===== src/rtl/ps2_key_controller.sv =====
// ps2_key_controller: PS/2 scancode-set-2 sequencer for the dinosaur game.
// Tracks E0 (extended) / F0 (break) prefixes and per-key held flags, and emits
// jump/start pulses, the duck level and a protocol-error pulse. All outputs are
// registered and reflect a byte exactly one cycle after its strobe.
// Optional build macro: KEY_REPEAT_EN adds periodic jump pulses while a jump key
// stays held.
module ps2_key_controller #(
  parameter int unsigned TIMEOUT_CYCLES = 50000,
  parameter int unsigned REPEAT_CYCLES  = 6250000,
  parameter logic [7:0]  SPACE_CODE     = 8'h29,
  parameter logic [7:0]  UP_CODE        = 8'h75,
  parameter logic [7:0]  DOWN_CODE      = 8'h72,
  parameter logic [7:0]  ENTER_CODE     = 8'h5A
) (
  input  logic       VGA_clk,
  input  logic       reset,
  input  logic       byte_valid,
  input  logic [7:0] byte_in,
  output logic       jump_pulse,
  output logic       duck,
  output logic       start_pulse,
  output logic [3:0] held_keys,
  output logic       proto_err
);

  localparam int unsigned TO_W = (TIMEOUT_CYCLES > 1) ? $clog2(TIMEOUT_CYCLES) : 1;
  localparam logic [TO_W-1:0] TO_MAX = TO_W'(TIMEOUT_CYCLES - 1);

  if (TIMEOUT_CYCLES < 2 || REPEAT_CYCLES < 2) begin : g_bad_params
    $error("ps2_key_controller: TIMEOUT_CYCLES and REPEAT_CYCLES must be >= 2");
  end

  typedef enum logic [1:0] {IDLE, EXT, BRK, EXT_BRK} state_e;

  state_e          state_q, state_d;
  logic [3:0]      held_q, held_d;
  logic [TO_W-1:0] to_q, to_d;
  logic            jump_q, jump_d;
  logic            start_q, start_d;
  logic            err_q, err_d;
  logic            duck_q, duck_d;
  logic            jh_q, jh_d;
  logic            rpt_fire;
  logic            is_err_byte;

  assign is_err_byte = (byte_in == 8'h00) || (byte_in == 8'hFF) ||
                       (byte_in == 8'hFC) || (byte_in == 8'hFE);

  // Prefix FSM, held-flag update and inactivity timeout.
  always_comb begin
    state_d = state_q;
    held_d  = held_q;
    to_d    = to_q;
    err_d   = 1'b0;
    if (byte_valid) begin
      to_d = '0;
      if (is_err_byte) begin
        held_d  = '0;
        state_d = IDLE;
        err_d   = 1'b1;
      end else begin
        unique case (state_q)
          IDLE: begin
            // ACK/BAT bytes and unknown codes fall through with no effect.
            if (byte_in == 8'hE0)            state_d = EXT;
            else if (byte_in == 8'hF0)       state_d = BRK;
            else if (byte_in == SPACE_CODE)  held_d[0] = 1'b1;
            else if (byte_in == ENTER_CODE)  held_d[3] = 1'b1;
          end
          EXT: begin
            state_d = IDLE;
            if (byte_in == 8'hF0)            state_d = EXT_BRK;
            else if (byte_in == 8'hE0)       err_d = 1'b1;
            else if (byte_in == UP_CODE)     held_d[1] = 1'b1;
            else if (byte_in == DOWN_CODE)   held_d[2] = 1'b1;
          end
          BRK: begin
            state_d = IDLE;
            if (byte_in == 8'hE0 || byte_in == 8'hF0) err_d = 1'b1;
            else if (byte_in == SPACE_CODE)  held_d[0] = 1'b0;
            else if (byte_in == ENTER_CODE)  held_d[3] = 1'b0;
          end
          EXT_BRK: begin
            state_d = IDLE;
            if (byte_in == 8'hE0 || byte_in == 8'hF0) err_d = 1'b1;
            else if (byte_in == UP_CODE)     held_d[1] = 1'b0;
            else if (byte_in == DOWN_CODE)   held_d[2] = 1'b0;
          end
          default: state_d = IDLE;
        endcase
      end
    end else begin
      if (to_q != TO_MAX) to_d = to_q + TO_W'(1);
      // A byte in the same cycle takes the other branch, so it always wins.
      if (to_q == TO_MAX && state_q != IDLE) state_d = IDLE;
    end
  end

`ifdef KEY_REPEAT_EN
  localparam int unsigned RP_W = $clog2(REPEAT_CYCLES);
  localparam logic [RP_W-1:0] RP_MAX = RP_W'(REPEAT_CYCLES - 1);

  logic [RP_W-1:0] rpt_q, rpt_d;

  // Repeat counter: runs while a jump key stays held; fires as it reaches its top.
  always_comb begin
    rpt_d    = '0;
    rpt_fire = 1'b0;
    if (jh_q && jh_d) begin
      rpt_d    = (rpt_q == RP_MAX) ? '0 : rpt_q + RP_W'(1);
      rpt_fire = (rpt_d == RP_MAX);
    end
  end

  // Repeat counter register.
  always_ff @(posedge VGA_clk or posedge reset) begin
    if (reset) rpt_q <= '0;
    else       rpt_q <= rpt_d;
  end
`else
  assign rpt_fire = 1'b0;
`endif

  // Edge-detected game controls derived from the old and new held flags.
  always_comb begin
    jh_q    = held_q[0] | held_q[1];
    jh_d    = held_d[0] | held_d[1];
    jump_d  = (jh_d & ~jh_q) | rpt_fire;
    start_d = held_d[3] & ~held_q[3];
    duck_d  = held_d[2];
  end

  // State and output registers.
  always_ff @(posedge VGA_clk or posedge reset) begin
    if (reset) begin
      state_q <= IDLE;
      held_q  <= '0;
      to_q    <= '0;
      jump_q  <= 1'b0;
      start_q <= 1'b0;
      err_q   <= 1'b0;
      duck_q  <= 1'b0;
    end else begin
      state_q <= state_d;
      held_q  <= held_d;
      to_q    <= to_d;
      jump_q  <= jump_d;
      start_q <= start_d;
      err_q   <= err_d;
      duck_q  <= duck_d;
    end
  end

  assign jump_pulse  = jump_q;
  assign start_pulse = start_q;
  assign proto_err   = err_q;
  assign duck        = duck_q;
  assign held_keys   = held_q;

endmodule


===== config.mk =====
export PLATFORM = sky130hd
export DESIGN_NAME = ps2_key_controller
export DESIGN_NICKNAME = d
export VERILOG_FILES = /design/src/rtl/ps2_key_controller.sv
export SDC_FILE = /design/constraint.sdc
export NUM_CORES = 1
export LEC_CHECK = 0
export BUFFER_PORTS_ARGS = -buffer_cell sky130_fd_sc_hd__buf_4
export CAP_MARGIN = 0
export CORE_MARGIN = 2
export CORE_UTILIZATION = 50
export DETAILED_ROUTE_END_ITERATION = 12
export GPL_TIMING_DRIVEN = 0
export PLACE_DENSITY_LB_ADDON = 0.25
export SLEW_MARGIN = 20
export SYNTH_ARGS = -nofsm -noshare
export SYNTH_HDL_FRONTEND = slang
export SYNTH_SLANG_ARGS = --single-unit

===== constraint.sdc =====
create_clock -name VGA_clk -period 2.3 [get_ports VGA_clk]
set_clock_uncertainty 0.2 [all_clocks]
set_input_delay 0.115 -clock VGA_clk [delete_from_list [all_inputs] [get_ports VGA_clk]]
set_output_delay 0.115 -clock VGA_clk [all_outputs]
set_load 0.1 [all_outputs]

Yosys cells after proc, flatten, opt, wreduce, memory -nomap -nowiden
Index checks and enable logic that the tools add are counted.
W data, S select, Z words.

storage, ports and cells
  output and inout port bits = 8
  word-level logic and storage cells = 82
  flip-flop bits (word level) = 26

operators by class
  bitwise logic cells = 6
  add/subtract/negate cells = 1
  reductions and logical operators = 12
  equality and inequality tests = 15
  muxes and demuxes = 41

operator list
  kind                     count
  $eq A8 B8 Y1 const B     5
  $mux W16                 2
  $eq A8 B7 Y1 const B     3
  $mux W1                  23
  $mux W2                  9
  $add A16 B1 Y16 const B  1
  $eq A16 B16 Y1 const B   1
  $ne A16 B16 Y1 const B   1
  $eq A8 B6 Y1 const B     1
  $logic_not A8 Y1         1
  $mux W4                  2
  $pmux W1 S2              3
  $pmux W2 S3              1
  $reduce_bool A2 Y1       3
  $ne A5 B5 Y1 const B     1
  $eq A2 B2 Y1 const B     2
  $logic_or A1 B1 Y1       4
  $pmux W2 S2              1
  $and A1 B1 Y1            2
  $eq A2 B1 Y1 const B     1
  $logic_not A2 Y1         1
  $not A1 Y1               2
  $or A1 B1 Y1             2
  $reduce_and A2 Y1        1
  other kinds (2)          2

Longest topological paths before layout
Gate-level depths: netlist (run 1).

  depth after elaboration = 10
  depth in mapped cells = 6

Worst setup path after synthesis (run 1)
No wires, ideal clock.

  path type = reg2out
  start point = reg held_q[2] (netlist: held_keys[2])
  end point = out held_keys[2]
  arrival time = 1.340 ns
  stages on the path, launching flop included = 2
  path slack = 0.645 ns
  path buffers = 1
  cell sequence = dfrtp_1 > buf_4

RTL lines
  element                   line  text
  start: declaration        36    logic [3:0] held_q, held_d;
  start signal: assignment  145   held_q <= held_d;
  end: declaration          22    output logic [3:0] held_keys,

No word-level cell between the ends.

Worst setup path after layout (run 1)
  start point = reg to_q[0]
  end point = reg to_q[3]

between the ends
  longest elaborated chain between the ends = 3
  elaborated cells on any way between the ends = 5
  classes of those cells = add/sub: 1; eq/ne: 1; mux: 2; reduce/logical: 1

ends and longest elaborated chain
  element                   line  text
  start: declaration        37    logic [TO_W-1:0] to_q, to_d;
  start signal: assignment  146   to_q <= to_d;
  $add A16 B1 Y16           93    if (to_q != TO_MAX) to_d = to_q + TO_W'(1);
  $mux W16                  93
  $mux W16                  55    if (byte_valid) begin

Several ways; a longest one is shown, not always the timed one. The select of a mux whose other input is x is not followed.
A chain may end at the register's enable or synchronous reset.

==> impl_metrics.env, run 1 <==
export IMPL_outcome="complete, no violations"
export IMPL_dp_slack_ns=0.5368
export IMPL_clock_path_buffers=2
export IMPL_final_max_slew_viol_count=0
export IMPL_setup_ws_ns=0.5083
export IMPL_r2r_start="to_q[0]"
export IMPL_maxSlewHeadroom=0.3919
export IMPL_synth_top_area_cell="dfrtp_1"
export IMPL_ios=19
export IMPL_ant_nets=0
export IMPL_initial_core_util=0.5300
export IMPL_routedWlPerCell_um=14.56
export IMPL_layout_commonest_cell="dfrtp_1"
export IMPL_grt_first_pass_wirelength_um=4636
export IMPL_wirelength_um=2679
export IMPL_die_y_um=55.48
export IMPL_period_minus_slack_ns=1.792
export IMPL_cts_setup_buffers=0
export IMPL_dpl_cell_area_um2=1498
export IMPL_grt_pass1_vias=1022
export IMPL_crit_type="reg -> reg"
export IMPL_avgSynthCellArea_um2=10.27
export IMPL_synth_seq_cells=25
export IMPL_antenna_found_initial=0
export IMPL_clock_fmax_mhz=558.1
export IMPL_grt_overflow_total=0
export IMPL_arrival_ns=1.80
export IMPL_synth_edff_count=0
export IMPL_area_growth_pct=17.28
export IMPL_clk_pin_slew_ns=0.13
export IMPL_fillers=212
export IMPL_drc=0
export IMPL_crit_fanout=6
export IMPL_track_usage=0.1884
export IMPL_port_buffers=18
export IMPL_drive_gt1_frac=0.2208
export IMPL_clk_latency_ns=0.32
export IMPL_syn_inst=129
export IMPL_yosysWarnings=0
export IMPL_syn_area_um2=1325
export IMPL_initialDrtViolationCount=29
export IMPL_nets=167
export IMPL_grt_max_degree=26
export IMPL_worst_pin_slew_ns=0.9112
export IMPL_cts_tree="built"
export IMPL_diodes=0
export IMPL_seq_area_frac_synth=0.4721
export IMPL_fin_setup_tns_ns=0
export IMPL_crit_required_ns=2.31
export IMPL_hold_class="in -> reg"
export IMPL_maxCapViolations=0
export IMPL_min_delay_start="byte_in[0]"
export IMPL_ys_types=39
export IMPL_vdd_ir_drop_max_mv=0.3736
export IMPL_die_area_um2=3078
export IMPL_vias=1046
export IMPL_final_area_um2=1554
export IMPL_hold_viol=0
export IMPL_cts_root_buf="clkbuf_4"
export IMPL_synth_nets=141
export IMPL_reg2reg_slack_ns=0.51
export IMPL_layoutNonFillerInstCount=184
export IMPL_static_leakage_power_nw=0.7285
export IMPL_period_share=0.7790
export IMPL_cts_buffers=3
export IMPL_worstSetupStartpoint="to_q[0]"
export IMPL_numClockSinks=25
export IMPL_p_per_area_nw_per_um2=481.6
export IMPL_synth_ff_type="dfrtp_1"
export IMPL_die_w_um=55.48
export IMPL_crit_path_end_kind="flip-flop"
export IMPL_grt_setup_unrepaired="no"
export IMPL_async_flop_share=1.000
export IMPL_coreArea_um2=2500
export IMPL_synth_top_area_frac=0.4721
export IMPL_layout_common_cells="25 x dfrtp_1, 20 x nor2_1, 19 x buf_4"
export IMPL_synth_area_leaders="dfrtp_1 47%, nor2_1 5.7%, xor2_1 5.3%"
export IMPL_drt_pass1_iter_count=5
export IMPL_via_per_inst=5.685
export IMPL_report_final_setup_viol=0
export IMPL_htree_num_levels=1
export IMPL_gp_congestion=0.7458
export IMPL_numPlacedInstances=177
export IMPL_cp_start_kind="flip-flop"
export IMPL_place_hpwl_um=1967
export IMPL_num_rows=18
export IMPL_fin_hold_ws_ns=0.02251
## cell usage after synthesis, types with 2 or more instances
library cell,number
and4bb_2,2
and3_1,6
dfrtp_1,25
nor2_1,20
a32o_1,2
o21a_1,2
xnor2_1,6
a21oi_1,2
a22o_1,4
nor2b_1,4
xor2_1,8
nand4_1,5
inv_1,3
nand3_1,6
o21ai_1,4
nand2_1,6
and4b_2,2
## layer usage
| layer | up-vias | GRT usage | part of all wire |
|---|---|---|---|
| met5 | - | 0 | 0 |
| met4 | 0 | 0.09408 | 0.013 |
| met1 | 511 | 0.2485 | 0.46 |
| li1 | 512 | - | - |
| met2 | 19 | 0.3010 | 0.50 |
| met3 | 4 | 0.02810 | 0.032 |
## power by group
| group | total [mW] | internal, mW | switching [mW] |
|---|---|---|---|
| Combinational | 0.0945 | 0.0337 | 0.0608 |
| Sequential | 0.455 | 0.447 | 0.00825 |
| Clock | 0.199 | 0.0680 | 0.131 |
| Total | 0.748 | 0.549 | 0.200 |
## through the flow
step	power, mW	utilization
after floorplan	0.5176	-
after global placement	0.5512	0.5991
after detailed placement	0.5547	0.5991
after CTS	0.7533	0.6216
after global routing	0.7781	0.6216
final	0.7484	0.6216
## registers in the layout, indices dropped and copies added, names as in the netlist
signal,cells
held_keys,4
jump_pulse,1
proto_err,1
start_pulse,1
state_q,2
to_q,16
## final cells by class
cell class,count,area (µm²),area share
multi-input combinational,98,671.9,0.4324
sequential,25,625.6,0.4026
timing repair buffer,21,165.2,0.1063
tap,30,37.54,0.02415
clock buffer,4,26.28,0.01691
buffer,3,16.27,0.01047
inverter,3,11.26,0.007246
## cells by family (layout without fill, tap and decap cells)
logic type	count (synthesis)	in the layout	synth area share
AOI/OAI and AO/OA	16	16	0.09159
xor gates and xnor gates	14	14	0.09254
adders and majority gates	1	1	0.009441
buffers and inverters	6	31	0.02077
DFF	25	25	0.4721
muxes	1	1	0.007555
and+or+nand+nor	66	66	0.3059
## what timing repair did
item / 4_1_cts / 5_1_grt
gates resized for setup: 0 / 0
hold buffers: 3 / 0
endpoints found under the hold margin: 30 / 0
## worst max-delay path, stage by stage, from the launching register on
cell and delay [ns]:
dfrtp_1 0.44, ha_1 0.21, and3_1 0.23, nand4_2 0.21
nand4_1 0.19, xor2_1 0.16, nor2_1 0.05
## path summary, 6_finish.rpt
kind,to,cells after the start
max in group asynchronous,to_q[6],3
setup reg to reg,to_q[3],6
hold reg to reg,start_pulse,1
hold / removal,state_q[1],3
setup / recovery,to_q[3],6
min in group asynchronous,to_q[12],3
(Power assumes the default switching activity.)
==> inputs of run 2 (changes only) <==
==> constraint.sdc (replaced) <==
create_clock -name VGA_clk -period 1.65 [get_ports VGA_clk]
set_clock_uncertainty 0.2 [all_clocks]
set_input_delay 0.0825 -clock VGA_clk [delete_from_list [all_inputs] [get_ports VGA_clk]]
set_output_delay 0.0825 -clock VGA_clk [all_outputs]
set_load 0.1 [all_outputs]
==> impl_metrics.env, run 2 (synthesis results as in run 1) <==
export IMPL_max_flop_register="to_q"
export IMPL_place_hpwl_um=1967
export IMPL_diodes=0
export IMPL_antenna_found_initial=0
export IMPL_initialDrtViolationCount=29
export IMPL_crit_path_end="state_q[0]"
export IMPL_hold_class="in -> reg"
export IMPL_die_area_um2=3078
export IMPL_fin_setup_tns_ns=-0.003946
export IMPL_clk_pin_slew_ns=0.13
export IMPL_arrival_ns=1.68
export IMPL_r2r_end="state_q[0]"
export IMPL_coreArea_um2=2500
export IMPL_crit_buf_inv=0
export IMPL_die_w_um=55.48
export IMPL_cts_buffers=3
export IMPL_drive_gt1_frac=0.2901
export IMPL_gp_congestion=0.7458
export IMPL_static_leakage_power_nw=0.7698
export IMPL_port_buffers=18
export IMPL_layout_commonest_cell="buf_4"
export IMPL_grt_max_degree=26
export IMPL_ant_nets=0
export IMPL_maxCapViolations=0
export IMPL_htree_num_levels=1
export IMPL_hold_viol=0
export IMPL_numPlacedInstances=177
export IMPL_clk_latency_ns=0.32
export IMPL_cts_root_buf="clkbuf_4"
export IMPL_final_max_slew_viol_count=0
export IMPL_period_minus_slack_ns=1.654
export IMPL_routedWlPerCell_um=15.25
export IMPL_reg2reg_slack_ns=-0.004
export IMPL_violations="setup timing"
export IMPL_period_share=1.002
export IMPL_cts_tree="built"
export IMPL_maxSlewHeadroom=0.3851
export IMPL_cp_slowest_cell="dfrtp_1"
export IMPL_initial_core_util=0.5300
export IMPL_layout_common_cells="25 x buf_4, 24 x dfrtp_1, 18 x nor2_1"
export IMPL_nets=175
export IMPL_num_rows=18
export IMPL_cp_start_kind="flip-flop"
export IMPL_track_usage=0.2023
export IMPL_worstPathCellList="ha_2 > and3_4 > nand4_4 > nor2b_4 > a32o_1"
export IMPL_fin_hold_ws_ns=0.006361
export IMPL_crit_fanout=6
export IMPL_clock_fmax_mhz=604.6
export IMPL_cp_slowest_stage_delay_ns=0.40
export IMPL_vias=1106
export IMPL_die_y_um=55.48
export IMPL_area_growth_pct=26.16
export IMPL_ios=19
export IMPL_grt_setup_unrepaired="yes"
export IMPL_fillers=202
export IMPL_outcome="finished with violations"
export IMPL_crit_path_end_kind="flip-flop"
export IMPL_layoutNonFillerInstCount=192
export IMPL_clock_path_buffers=2
export IMPL_crit_required_ns=1.68
export IMPL_numClockSinks=25
export IMPL_critPathTopFamily="simple AND/OR/NAND/NOR gates"
export IMPL_via_per_inst=5.760
export IMPL_r2r_start="to_q[1]"
export IMPL_drc=0
export IMPL_dp_slack_ns=-0.1132
export IMPL_grt_pass1_vias=1024
export IMPL_grt_first_pass_wirelength_um=4926
export IMPL_wirelength_um=2928
export IMPL_report_final_setup_viol=1
export IMPL_r2r_cells=5
export IMPL_drt_pass1_iter_count=4
export IMPL_setup_ws_ns=-0.003946
export IMPL_p_per_area_nw_per_um2=635.6
export IMPL_cp_depth=5
export IMPL_largest_register_ffs=16
export IMPL_worstSetupStartpoint="to_q[1]"
export IMPL_crit_type="reg -> reg"
export IMPL_grt_overflow_total=0
export IMPL_worst_pin_slew_ns=0.9213
export IMPL_vdd_ir_drop_max_mv=0.5143
==> run 2: worst min path at each step <==
stage                           from      endpoint  slack [ns]  cells past startpoint
final                     byte_in[1]    state_q[1]       0.006                      3
after global routing      byte_in[1]    state_q[0]        0.02                      3
after CTS                 byte_in[1]    state_q[1]       0.008                      3
after detailed placement       reset      to_q[12]        0.15                      2
after global placement         reset  held_keys[1]        0.13                      2
after floorplan                reset  held_keys[0]       -0.09                      1
==> run 2: per-layer routing <==
layer | up-vias | global-route usage | wire length, µm
met5 | - | 0 | 0
met4 | 0 | 0.08362 | 52
met3 | 5 | 0.02810 | 125
met2 | 30 | 0.3333 | 1535
met1 | 544 | 0.2666 | 1214
li1 | 527 | - | -
==> run 2: worst reg2reg max path: cells and delay by family (launching register included) <==
kind,cells,cell delay (ns)
adders and majority gates,1,0.20
AOI/OAI and AO/OA,1,0.20
and+or+nand+nor,3,0.56
DFF,1,0.40
==> run 2: power breakdown <==
group | leakage [nW] | switching (mW) | internal [mW]
clock | 0.0150 | 0.183 | 0.0949
combinational | 0.410 | 0.0922 | 0.0590
sequential | 0.344 | 0.0102 | 0.623
total | 0.770 | 0.286 | 0.777
==> run 2: metrics by stage <==
stage                     power [mW]  cell area, µm²    util
final                          1.063            1672  0.6687
after global routing           1.104            1672  0.6687
after CTS                      1.061            1623  0.6491
after detailed placement      0.7732            1498  0.5991
after global placement        0.7683            1498  0.5991
after floorplan               0.7215            1325       -
==> run 2: what timing repair did <==
item,4_1_cts,5_1_grt
setup buffers,3,3
hold endpoints to repair,32,0
setup endpoints to repair,9,12
resized for setup,6,6
hold buffers,5,0
gates cloned,0,0
pin swaps,0,3
==> run 2: layout make-up <==
cell class                      count  area, µm²  area share
Multi-Input combinational cell     98      723.2      0.4326
Sequential cell                    25      626.9      0.3750
Timing Repair Buffer               29      230.2      0.1377
Tap cell                           30      37.54     0.02246
Clock buffer                        4      26.28     0.01572
Buffer                              3      16.27    0.009731
Inverter                            3      11.26    0.006737
